[src/rtl/icetap_cmd_status_pkg.sv]
// Shared constants for the icetap command/status block: opcode values,
// status chain bit positions, and the NOP test used on update.
package icetap_cmd_status_pkg;

  localparam logic [3:0] ICETAP_OP_NOP      = 4'd0;
  localparam logic [3:0] ICETAP_OP_ARM      = 4'd1;
  localparam logic [3:0] ICETAP_OP_ABORT    = 4'd2;
  localparam logic [3:0] ICETAP_OP_CLEAR    = 4'd3;
  localparam logic [3:0] ICETAP_OP_READ_PTR = 4'd4;

  localparam int unsigned ICETAP_STAT_BUSY_BIT = 0;
  localparam int unsigned ICETAP_STAT_OVR_BIT  = 1;

  function automatic logic icetap_is_nop(input logic [3:0] opcode);
    return (opcode == ICETAP_OP_NOP);
  endfunction

endpackage

[src/rtl/icetap_cmd_status_sync2.sv]
// Two-flop synchronizer, parameterized width, async active-low reset.
// Used for the ack toggle and the quasi-static core status bus.
module icetap_sync2 #(
  parameter int W = 1
) (
  input  logic         clk_i,
  input  logic         rst_ni,
  input  logic [W-1:0] d_i,
  output logic [W-1:0] q_o
);

  logic [W-1:0] meta_q;
  logic [W-1:0] sync_q;

  // Two-stage capture of the asynchronous input.
  always_ff @(posedge clk_i or negedge rst_ni) begin
    if (!rst_ni) begin
      meta_q <= '0;
      sync_q <= '0;
    end else begin
      meta_q <= d_i;
      sync_q <= meta_q;
    end
  end

  assign q_o = sync_q;

endmodule

[src/rtl/icetap_cmd_status.sv]
// JTAG-side command issue (toggle req/ack) and status snapshot chain in tck.
// Define ICETAP_CMD_ECHO_EN to append the last accepted command to the status chain.
module icetap_cmd_status
  import icetap_cmd_status_pkg::*;
#(
  parameter int CMD_WIDTH    = 8,
  parameter int STATUS_WIDTH = 16
) (
  input  logic                    tck,
  input  logic                    trst_n,
  input  logic                    cmd_shift_ena,
  input  logic                    cmd_shift_update,
  input  logic                    cmd_shift_data,
  input  logic                    status_shift_update,
  input  logic                    status_shift_ena,
  output logic                    status_shift_data,
  output logic [CMD_WIDTH-1:0]    cmd_valid_cmd,
  output logic                    cmd_req_tgl,
  input  logic                    cmd_ack_tgl,
  input  logic [STATUS_WIDTH-3:0] core_status,
  output logic                    cmd_busy
);

`ifdef ICETAP_CMD_ECHO_EN
  localparam int SR_W = STATUS_WIDTH + CMD_WIDTH;
`else
  localparam int SR_W = STATUS_WIDTH;
`endif

  logic [CMD_WIDTH-1:0]    cmd_sr_q, cmd_sr_d;
  logic [CMD_WIDTH-1:0]    cmd_valid_q, cmd_valid_d;
  logic                    req_q, req_d;
  logic                    busy_q;
  logic                    ovr_q, ovr_d;
  logic                    ovr_set;
  logic [SR_W-1:0]         status_sr_q, status_sr_d;
  logic [SR_W-1:0]         snapshot;
  logic                    ack_s;
  logic [STATUS_WIDTH-3:0] status_s;

  icetap_sync2 #(.W(1)) u_ack_sync (
    .clk_i  (tck),
    .rst_ni (trst_n),
    .d_i    (cmd_ack_tgl),
    .q_o    (ack_s)
  );

  icetap_sync2 #(.W(STATUS_WIDTH-2)) u_status_sync (
    .clk_i  (tck),
    .rst_ni (trst_n),
    .d_i    (core_status),
    .q_o    (status_s)
  );

`ifdef ICETAP_CMD_ECHO_EN
  assign snapshot = {cmd_valid_q, status_s, ovr_q, busy_q};
`else
  assign snapshot = {status_s, ovr_q, busy_q};
`endif

  // Command chain: shift, or on update either issue, drop (overrun) or ignore a NOP.
  always_comb begin
    cmd_sr_d    = cmd_sr_q;
    cmd_valid_d = cmd_valid_q;
    req_d       = req_q;
    ovr_set     = 1'b0;
    if (cmd_shift_update) begin
      if (icetap_is_nop(cmd_sr_q[3:0])) begin
        ovr_set = 1'b0;
      end else if (!busy_q) begin
        cmd_valid_d = cmd_sr_q;
        req_d       = ~req_q;
      end else begin
        ovr_set = 1'b1;
      end
    end else if (cmd_shift_ena) begin
      cmd_sr_d = {cmd_shift_data, cmd_sr_q[CMD_WIDTH-1:1]};
    end else begin
      cmd_sr_d = cmd_sr_q;
    end
  end

  // Status chain: capture wins over shift; a coincident overrun set survives the read-clear.
  always_comb begin
    status_sr_d = status_sr_q;
    ovr_d       = ovr_q;
    if (status_shift_update) begin
      status_sr_d = snapshot;
      ovr_d       = 1'b0;
    end else if (status_shift_ena) begin
      status_sr_d = {1'b0, status_sr_q[SR_W-1:1]};
    end else begin
      status_sr_d = status_sr_q;
    end
    if (ovr_set) begin
      ovr_d = 1'b1;
    end else begin
      ovr_d = ovr_d;
    end
  end

  // State registers; busy compares the issued toggle with the synchronized ack.
  always_ff @(posedge tck or negedge trst_n) begin
    if (!trst_n) begin
      cmd_sr_q    <= '0;
      cmd_valid_q <= '0;
      req_q       <= 1'b0;
      busy_q      <= 1'b0;
      ovr_q       <= 1'b0;
      status_sr_q <= '0;
    end else begin
      cmd_sr_q    <= cmd_sr_d;
      cmd_valid_q <= cmd_valid_d;
      req_q       <= req_d;
      busy_q      <= (req_q != ack_s);
      ovr_q       <= ovr_d;
      status_sr_q <= status_sr_d;
    end
  end

  assign cmd_valid_cmd     = cmd_valid_q;
  assign cmd_req_tgl       = req_q;
  assign cmd_busy          = busy_q;
  assign status_shift_data = status_sr_q[0];

endmodule

[config.mk]
export PLATFORM = sky130hd
export DESIGN_NAME = icetap_cmd_status
export DESIGN_NICKNAME = d
export VERILOG_FILES = /design/src/rtl/icetap_cmd_status_pkg.sv /design/src/rtl/icetap_cmd_status_sync2.sv /design/src/rtl/icetap_cmd_status.sv
export SDC_FILE = /design/constraint.sdc
export NUM_CORES = 1
export LEC_CHECK = 0
export CORE_ASPECT_RATIO = 1.2
export CORE_UTILIZATION = 56
export CTS_CLUSTER_DIAMETER = 30
export DETAILED_ROUTE_END_ITERATION = 8
export PLACE_DENSITY = 0.88
export SYNTH_ARGS = -nofsm -noshare
export SYNTH_HDL_FRONTEND = slang
export SYNTH_HIERARCHICAL = 1
export SYNTH_SLANG_ARGS = --single-unit
[constraint.sdc]
create_clock -name tck -period 2.9 [get_ports tck]
set_clock_uncertainty 0.2 [all_clocks]
set_input_delay 0.725 -clock tck [delete_from_list [all_inputs] [get_ports tck]]
set_output_delay 0.725 -clock tck [all_outputs]
set_load 0.01 [all_outputs]
==> out/results.tsv, run 1 <==
stage	metric	value	unit
status	status	completed	
worst_setup_path	crit end category	output port	
sta	Min Clock Period, post-route	2.25	ns
clock_tree	CTS Buf Count	9	
sta	RSZ-0062 raised after global routing	no	
final_layout	Fillers	232	
global_route	Tot GR Track Use	0.223	
final_layout	Final Core Density	0.751	
sta	Final Hold Fails	0	
synth	area leader, netlist	dfrtp_1	
power	sw power	0.000583	W
global_route	initial antenna violation count	0	
floorplanning	Chip Width	59.5	µm
worst_setup_path	CP Buf/Inv Count	1	
final_layout	multi-input combinational cell area	548	µm²
route	Initial DRC Count	18	
power	Pleak	1.34	nW
synth	post-synthesis sequential area ratio	0.732	
floorplanning	die footprint	0.00422	mm²
power	Internal	0.00177	W
power	Seq pwr share	0.488	
route	via count	1297	
worst_setup_path	CP max stage delay	0.59	ns
sta	max-slew violations	0	
clock_tree	CTS Sinks	65	
worst_setup_path	critical-path maximum fanout	4	
synth	Post-Syn Area per Cell	13.7	µm²
sta	Tightest Pin Transition	0.770	ns
route	post-DR wirelength/cell	15.2	µm
final_layout	area growth from synthesis to layout	25.9	%
synth	share of Yosys cell area claimed by the top area cell type	0.732	
global_route	Overflow after GRT	0	
power	Comb pwr share	0.184	
final_layout	diodes inserted	0	
floorplanning	die height	71.0	µm
clock_tree	# resized after CTS	0	
placement	IO Port Bufs	32	
synth	total number of yosys warnings	6	
power	switching share of total power	0.248	
route	WL met1	1550	µm
synth	Mapped Cells	162	
floorplanning	core area	0.00372	mm²
route	met2 wire length	2110	µm
clock_tree	clock slew seen by the registers of the worst setup and hold paths	0.06	ns
clock_tree	clock root buffer	clkbuf_8	
synth	count of cell types in the netlist	21	
clock_tree	post-CTS setup buffer count	0	
synth	Post-Syn Nets	184	
synth	mapped cell area	0.00222	mm²
global_route	first-pass GRT wire length	6450	µm
global_route	largest net degree at the start of global routing	66	
worst_setup_path	Worst Path Arrival	1.33	ns
worst_setup_path	startpoint types	flip-flop	
worst_setup_path	WS Path Type	reg -> out	
global_route	vias in the first global route	1386	
power	clock power share	0.328	
placement	Post-Place Setup Slack	0.380	ns
floorplanning	IO Pins	33	
power	Max IR drop VDD	0.000582	V
worst_setup_path	WP data required	1.98	ns
final_layout	NumNets Final	223	
floorplanning	Rows	24	
route	drt first pass iters	4	
sta	Fmax	444	MHz
sta	setup TNS	0	ns
clock_tree	# H-tree levels	3	
placement	GP Congestion	0.827	
route	Vias/cell	5.03	
worst_setup_path	CP max-delay cell	clkdlybuf4s50_1	
sta	final setup fails	0	
placement	HPWL Detailed	2450	µm
flow_run	Max-Cap Viols	0	
sta	Final Cycle Share	0.776	
route	met3 WL	172	µm
route	# DRC	0	
worst_setup_path	critical path's top delay family	buffers and inverters	
clock_tree	clk_lat worst skew	0.32	ns
synth	Synth Register Bits	65	
synth	largest cells by area after synthesis	dfrtp_1 73%, mux2i_1 6.8%, nand2_1 6.8%, mux2_4 3.4%, o21ai_0 3.4%	
clock_tree	clock tree buffer depth	2	
route	highest routed layer	met4	
power	PwrDens	840	mW/mm²
power	Pwr Total	0.00235	W
clock_tree	CTS tree	yes	
worst_hold_path	HP Class	reg -> reg	
clock_tree	# hold bufs at CTS	0	
worst_setup_path	critical-path cell list	clkdlybuf4s50_1	
route	drt total wl	3910	µm
sta	slew margin rel.	0.487	
final_layout	Seq. cell area	0.00163	mm²
sta	fin worst setup slack	0.649	ns
route	ANT nets after route	0	
floorplanning	Initial Util	0.596	
final_layout	layout cell share with drive strength beyond 1	0.126	
## cells by family (layout without fill, tap and decap cells)
| group | count (synthesis) | count (layout) | share of synthesized area |
|---|---|---|---|
| DFF | 65 | 65 | 0.732 |
| and+or+nand+nor | 46 | 46 | 0.0845 |
| AOI/OAI and AO/OA | 20 | 20 | 0.0530 |
| muxes | 20 | 20 | 0.101 |
| buffers and inverters | 9 | 53 | 0.0208 |
| xor gates and xnor gates | 2 | 2 | 0.00789 |
## cells in the final DEF (no fill, tap or decap)
master | netlist | routed
dfrtp_1 | 65 | 65
nand2_1 | 40 | 40
clkdlybuf4s50_1 | 0 | 31
mux2i_1 | 15 | 15
o21ai_0 | 15 | 15
clkbuf_8 | 0 | 12
mux2_4 | 5 | 5
buf_4 | 1 | 4
a22o_1 | 3 | 3
nand2b_1 | 2 | 2
clkbuf_1 | 4 | 2
xor2_1 | 1 | 1
nor2b_1 | 1 | 1
nor4_1 | 1 | 1
and2b_2 | 1 | 1
xnor2_1 | 1 | 1
inv_1 | 1 | 1
o22ai_1 | 1 | 1
nor2_1 | 1 | 1
a22o_2 | 1 | 1
bufinv_16 | 0 | 1
clkinv_2 | 0 | 1
buf_2 | 1 | 1
## cell usage after synthesis
master / count
dfrtp_1: 65
nor2b_1: 1
o21ai_0: 15
nor2_1: 1
mux2_4: 5
nand2_1: 40
nor4_1: 1
a22o_1: 3
nand2b_1: 2
o22ai_1: 1
buf_6: 1
xnor2_1: 1
a22o_2: 1
and2b_2: 1
mux2i_1: 15
buf_4: 1
clkbuf_1: 4
xor2_1: 1
inv_1: 1
buf_1: 1
buf_2: 1
## flip-flops by register name, summed over array words and instances (netlist names), 8 cells and up
signal                cells
u_status_sync/q_o        14
cmd_valid_cmd             8
cmd_sr_q                  8
u_status_sync/meta_q     14
status_sr_q              16
## power by group through the flow
| stage | Sequential (W) | Combinational, W | Clock (W) |
|---|---|---|---|
| 2_1_floorplan | 0.00116 | 0.000188 | 0 |
| 3_3_place_gp | 0.00115 | 0.000404 | 0 |
| 3_5_place_dp | 0.00115 | 0.000428 | 0 |
| 4_1_cts | 0.00114 | 0.000439 | 0.000794 |
| 5_1_grt | 0.00116 | 0.000465 | 0.000833 |
| 6_report | 0.00115 | 0.000433 | 0.000771 |
## per-layer routing
metal  track usage  vias up
li1              -      612
met1         0.247      638
met2         0.362       40
met3        0.0951        7
met4         0.114        0
met5             0        -
## path summary, 6_finish.rpt
check                                                  start  slack, ns                              to  cells after the start
max                                       cmd_busy$_DFF_PN0_       0.65                        cmd_busy                      1
min                        u_status_sync/meta_q[6]$_DFF_PN0_       0.15  u_status_sync/q_o[6]$_DFF_PN0_                      0
max reg2reg                          cmd_sr_q[1]$_DFFE_PN0P_       0.86    cmd_valid_cmd[0]$_DFFE_PN0P_                      3
min reg2reg                u_status_sync/meta_q[6]$_DFF_PN0_       0.15  u_status_sync/q_o[6]$_DFF_PN0_                      0
max in group asynchronous                             trst_n       1.64    cmd_valid_cmd[4]$_DFFE_PN0P_                      2
min in group asynchronous                             trst_n       0.36      status_sr_q[3]$_DFFE_PN0P_                      2
## cell type report
type                    count  area share
flip-flops and latches     65       0.582
clock inverters             2      0.0125
inverters                   1     0.00134
clock buffers              14      0.0617
multi-input cells          88       0.196
well taps                  52      0.0233
repair buffers             36       0.123
## through the flow
| stage | area [µm²] | std cells | hold slack (ns) |
|---|---|---|---|
| after global routing | 2800 | 258 | 0.159 |
| after floorplan | 2220 | 162 | 0.131 |
| after detailed placement | 2590 | 242 | 0.135 |
| after CTS | 2800 | 258 | 0.145 |
| after global placement | 2590 | 242 | 0.132 |
| final | 2800 | 258 | 0.148 |
Note: power is estimated with default switching activity, not from simulation.
==> run 2, diff against run 1 <==
- CORE_UTILIZATION: 56 -> 47
- PLACE_DENSITY: 0.88 -> 0.8
- clock period: 2.9 -> 2 ns (I/O delays scaled with it)
==> out/results.tsv, run 2 (same netlist as run 1, synthesis figures left out) <==
stage	metric	value	unit	change
status	status	completed		
global_route	first-pass GRT wire length	5750	µm	-11%
route	ANT nets after route	0		unchanged
worst_setup_path	WP data required	1.30	ns	-0.68 ns
final_layout	Final Instance Area	0.00285	mm²	+1.8%
sta	Min Clock Period, post-route	1.93	ns	
placement	HPWL Detailed	2280	µm	-7.0%
worst_setup_path	critical-path maximum fanout	2		-2
global_route	initial antenna violation count	0		unchanged
flow_run	Max-Cap Viols	0		unchanged
worst_setup_path	CP max stage delay	0.54	ns	-0.05 ns
worst_setup_path	FF-to-FF End	cmd_valid_cmd[4]$_DFFE_PN0P_		
sta	slew margin rel.	0.617		+0.130
worst_setup_path	total number of cells along the worst setup path	1		unchanged
floorplanning	die height	77.3	µm	+8.9%
sta	Tightest Pin Transition	0.573	ns	-0.196 ns
sta	final setup fails	0		unchanged
worst_setup_path	startpoint types	flip-flop		
worst_setup_path	crit end category	output port		
worst_setup_path	critical-path cell list	clkdlybuf4s50_1		
route	drt first pass iters	4		unchanged
floorplanning	Initial Util	0.487		-0.109
floorplanning	die footprint	0.00501	mm²	+19%
final_layout	layout cell share with drive strength beyond 1	0.133		+0.00712
clock_tree	clock tree buffer depth	2		unchanged
worst_setup_path	RR Startpoint	cmd_sr_q[1]$_DFFE_PN0P_		
worst_hold_path	Hold Crit Start	u_status_sync/meta_q[9]$_DFF_PN0_		
route	via count	1277		-1.5%
route	Vias/cell	4.76		-5.2%
global_route	Overflow after GRT	0		unchanged
placement	dpl cell area	0.00266	mm²	+2.9%
sta	RSZ-0062 raised after global routing	no		
worst_setup_path	worst reg-to-reg path cell count	4		+1
final_layout	Largest Register	status_sr_q		
worst_hold_path	Hold EP	u_status_sync/q_o[9]$_DFF_PN0_		
worst_setup_path	Worst Path Arrival	1.23	ns	-0.10 ns
sta	Final Hold Fails	0		unchanged
route	post-DR wirelength/cell	12.3	µm	-19%
floorplanning	core area	0.00456	mm²	+22%
floorplanning	Chip Width	64.8	µm	+8.8%
worst_setup_path	critical path's top delay family	buffers and inverters		
power	clock power share	0.282		-0.046
final_layout	highest-count cells in the layout ignoring fill and taps	65 x dfrtp_1, 40 x nand2_1, 30 x clkdlybuf4s50_1		
power	sw power	0.000771	W	+32%
clock_tree	clock slew seen by the registers of the worst setup and hold paths	0.06	ns	about the same
clock_tree	clk_lat worst skew	0.32	ns	about the same
power	Comb pwr share	0.206		+0.022
power	switching share of total power	0.241		-0.00742
final_layout	max FFs per register	16		unchanged
final_layout	area growth from synthesis to layout	28.2	%	
sta	setup TNS	0	ns	unchanged
sta	Fmax	519	MHz	
worst_hold_path	HP Class	reg -> reg		
worst_setup_path	CP Buf/Inv Count	1		unchanged
sta	max-slew violations	0		unchanged
power	Pleak	1.36	nW	+2.1%
route	Initial DRC Count	33		+15
power	Internal	0.00243	W	+38%
global_route	vias in the first global route	1278		-7.8%
clock_tree	CTS Sinks	65		unchanged
worst_hold_path	hold depth	0		unchanged
clock_tree	# H-tree levels	3		unchanged
worst_setup_path	CP max-delay cell	clkdlybuf4s50_1		
global_route	Tot GR Track Use	0.162		-0.0611
clock_tree	clock root buffer	clkbuf_8		
worst_setup_path	flop2flop setup slack	0.21	ns	-0.65 ns
route	# DRC	0		unchanged
final_layout	most common cell after layout, fill and taps aside	dfrtp_1		
placement	GP Congestion	0.745		-9.9%
placement	IO Port Bufs	32		unchanged
floorplanning	IO Pins	33		unchanged
power	PwrDens	1130	mW/mm²	+34%
power	Max IR drop VDD	0.000798	V	+37%
final_layout	NumNets Final	229		+2.7%
power	Seq pwr share	0.512		+0.024
route	drt total wl	3290	µm	-16%
final_layout	diodes inserted	0		unchanged
global_route	largest net degree at the start of global routing	53		-20%
floorplanning	Rows	27		+13%
worst_setup_path	WS Path Type	reg -> out		
sta	Final Cycle Share	0.964		
clock_tree	CTS tree	yes		
clock_tree	CTS Buf Count	9		unchanged
==> run 2: layout make-up <==
| cell class | instances | area [µm²] |
|---|---|---|
| clock buffers | 14 | 163 |
| fillers | 357 | 1710 |
| inverters | 1 | 3.75 |
| multi-input cells | 88 | 548 |
| flip-flops and latches | 65 | 1630 |
| well taps | 58 | 72.6 |
| repair buffers | 42 | 433 |
==> run 2: worst max-delay path by stage <==
stage	to	from
after floorplan	cmd_valid_cmd[0]$_DFFE_PN0P_	cmd_sr_q[1]$_DFFE_PN0P_
after global placement	cmd_valid_cmd[5]$_DFFE_PN0P_	cmd_shift_update
after detailed placement	cmd_sr_q[1]$_DFFE_PN0P_	cmd_shift_update
after CTS	cmd_busy	cmd_busy$_DFF_PN0_
after global routing	cmd_req_tgl	cmd_req_tgl$_DFFE_PN0P_
final	cmd_valid_cmd[7]	cmd_valid_cmd[7]$_DFFE_PN0P_
==> run 2: repair_timing <==
| action | 4_1_cts | 5_1_grt |
|---|---|---|
| buffers inserted | 1 | 0 |
| hold endpoints to repair | 13 | 0 |
| hold buffers | 1 | 0 |
| pin swaps | 0 | 0 |
| setup endpoints to repair | 1 | 1 |
| gates resized for setup | 0 | 1 |
==> run 2: power by group through the flow <==
stage	registers (W)	clock network [W]	logic, W
6_report	0.00164	0.000903	0.000662
5_1_grt	0.00166	0.000992	0.000719
4_1_cts	0.00164	0.000939	0.000671
3_5_place_dp	0.00167	0	0.000648
3_3_place_gp	0.00167	0	0.000628
2_1_floorplan	0.00168	0	0.000273
==> run 2: per-stage QoR <==
| stage | instances | worst slack [ns] | hold WS [ns] | utilization | total power, W |
|---|---|---|---|---|---|
| 2_1_floorplan | 162 | 0.409 | 0.00441 | - | 0.00195 |
| 3_3_place_gp | 252 | 0.0233 | 0.133 | 0.584 | 0.00230 |
| 3_5_place_dp | 252 | -0.0454 | 0.135 | 0.584 | 0.00232 |
| 4_1_cts | 268 | 0.00656 | 0.147 | 0.624 | 0.00325 |
| 5_1_grt | 268 | 0.0255 | 0.147 | 0.624 | 0.00337 |
| 6_report | 268 | 0.0728 | 0.145 | 0.624 | 0.00321 |
==> run 2: layer usage <==
metal | track usage | share of wire
met2 | 0.245 | 0.48
met1 | 0.195 | 0.45
met4 | 0.0933 | 0.028
met5 | 0 | 0
met3 | 0.0625 | 0.038
==> run 3, diff against run 2 <==
- TNS_END_PERCENT: unset -> 1
==> results of run 3 <==
Same layout as run 2: the final DEF is identical, and so are final timing and power.
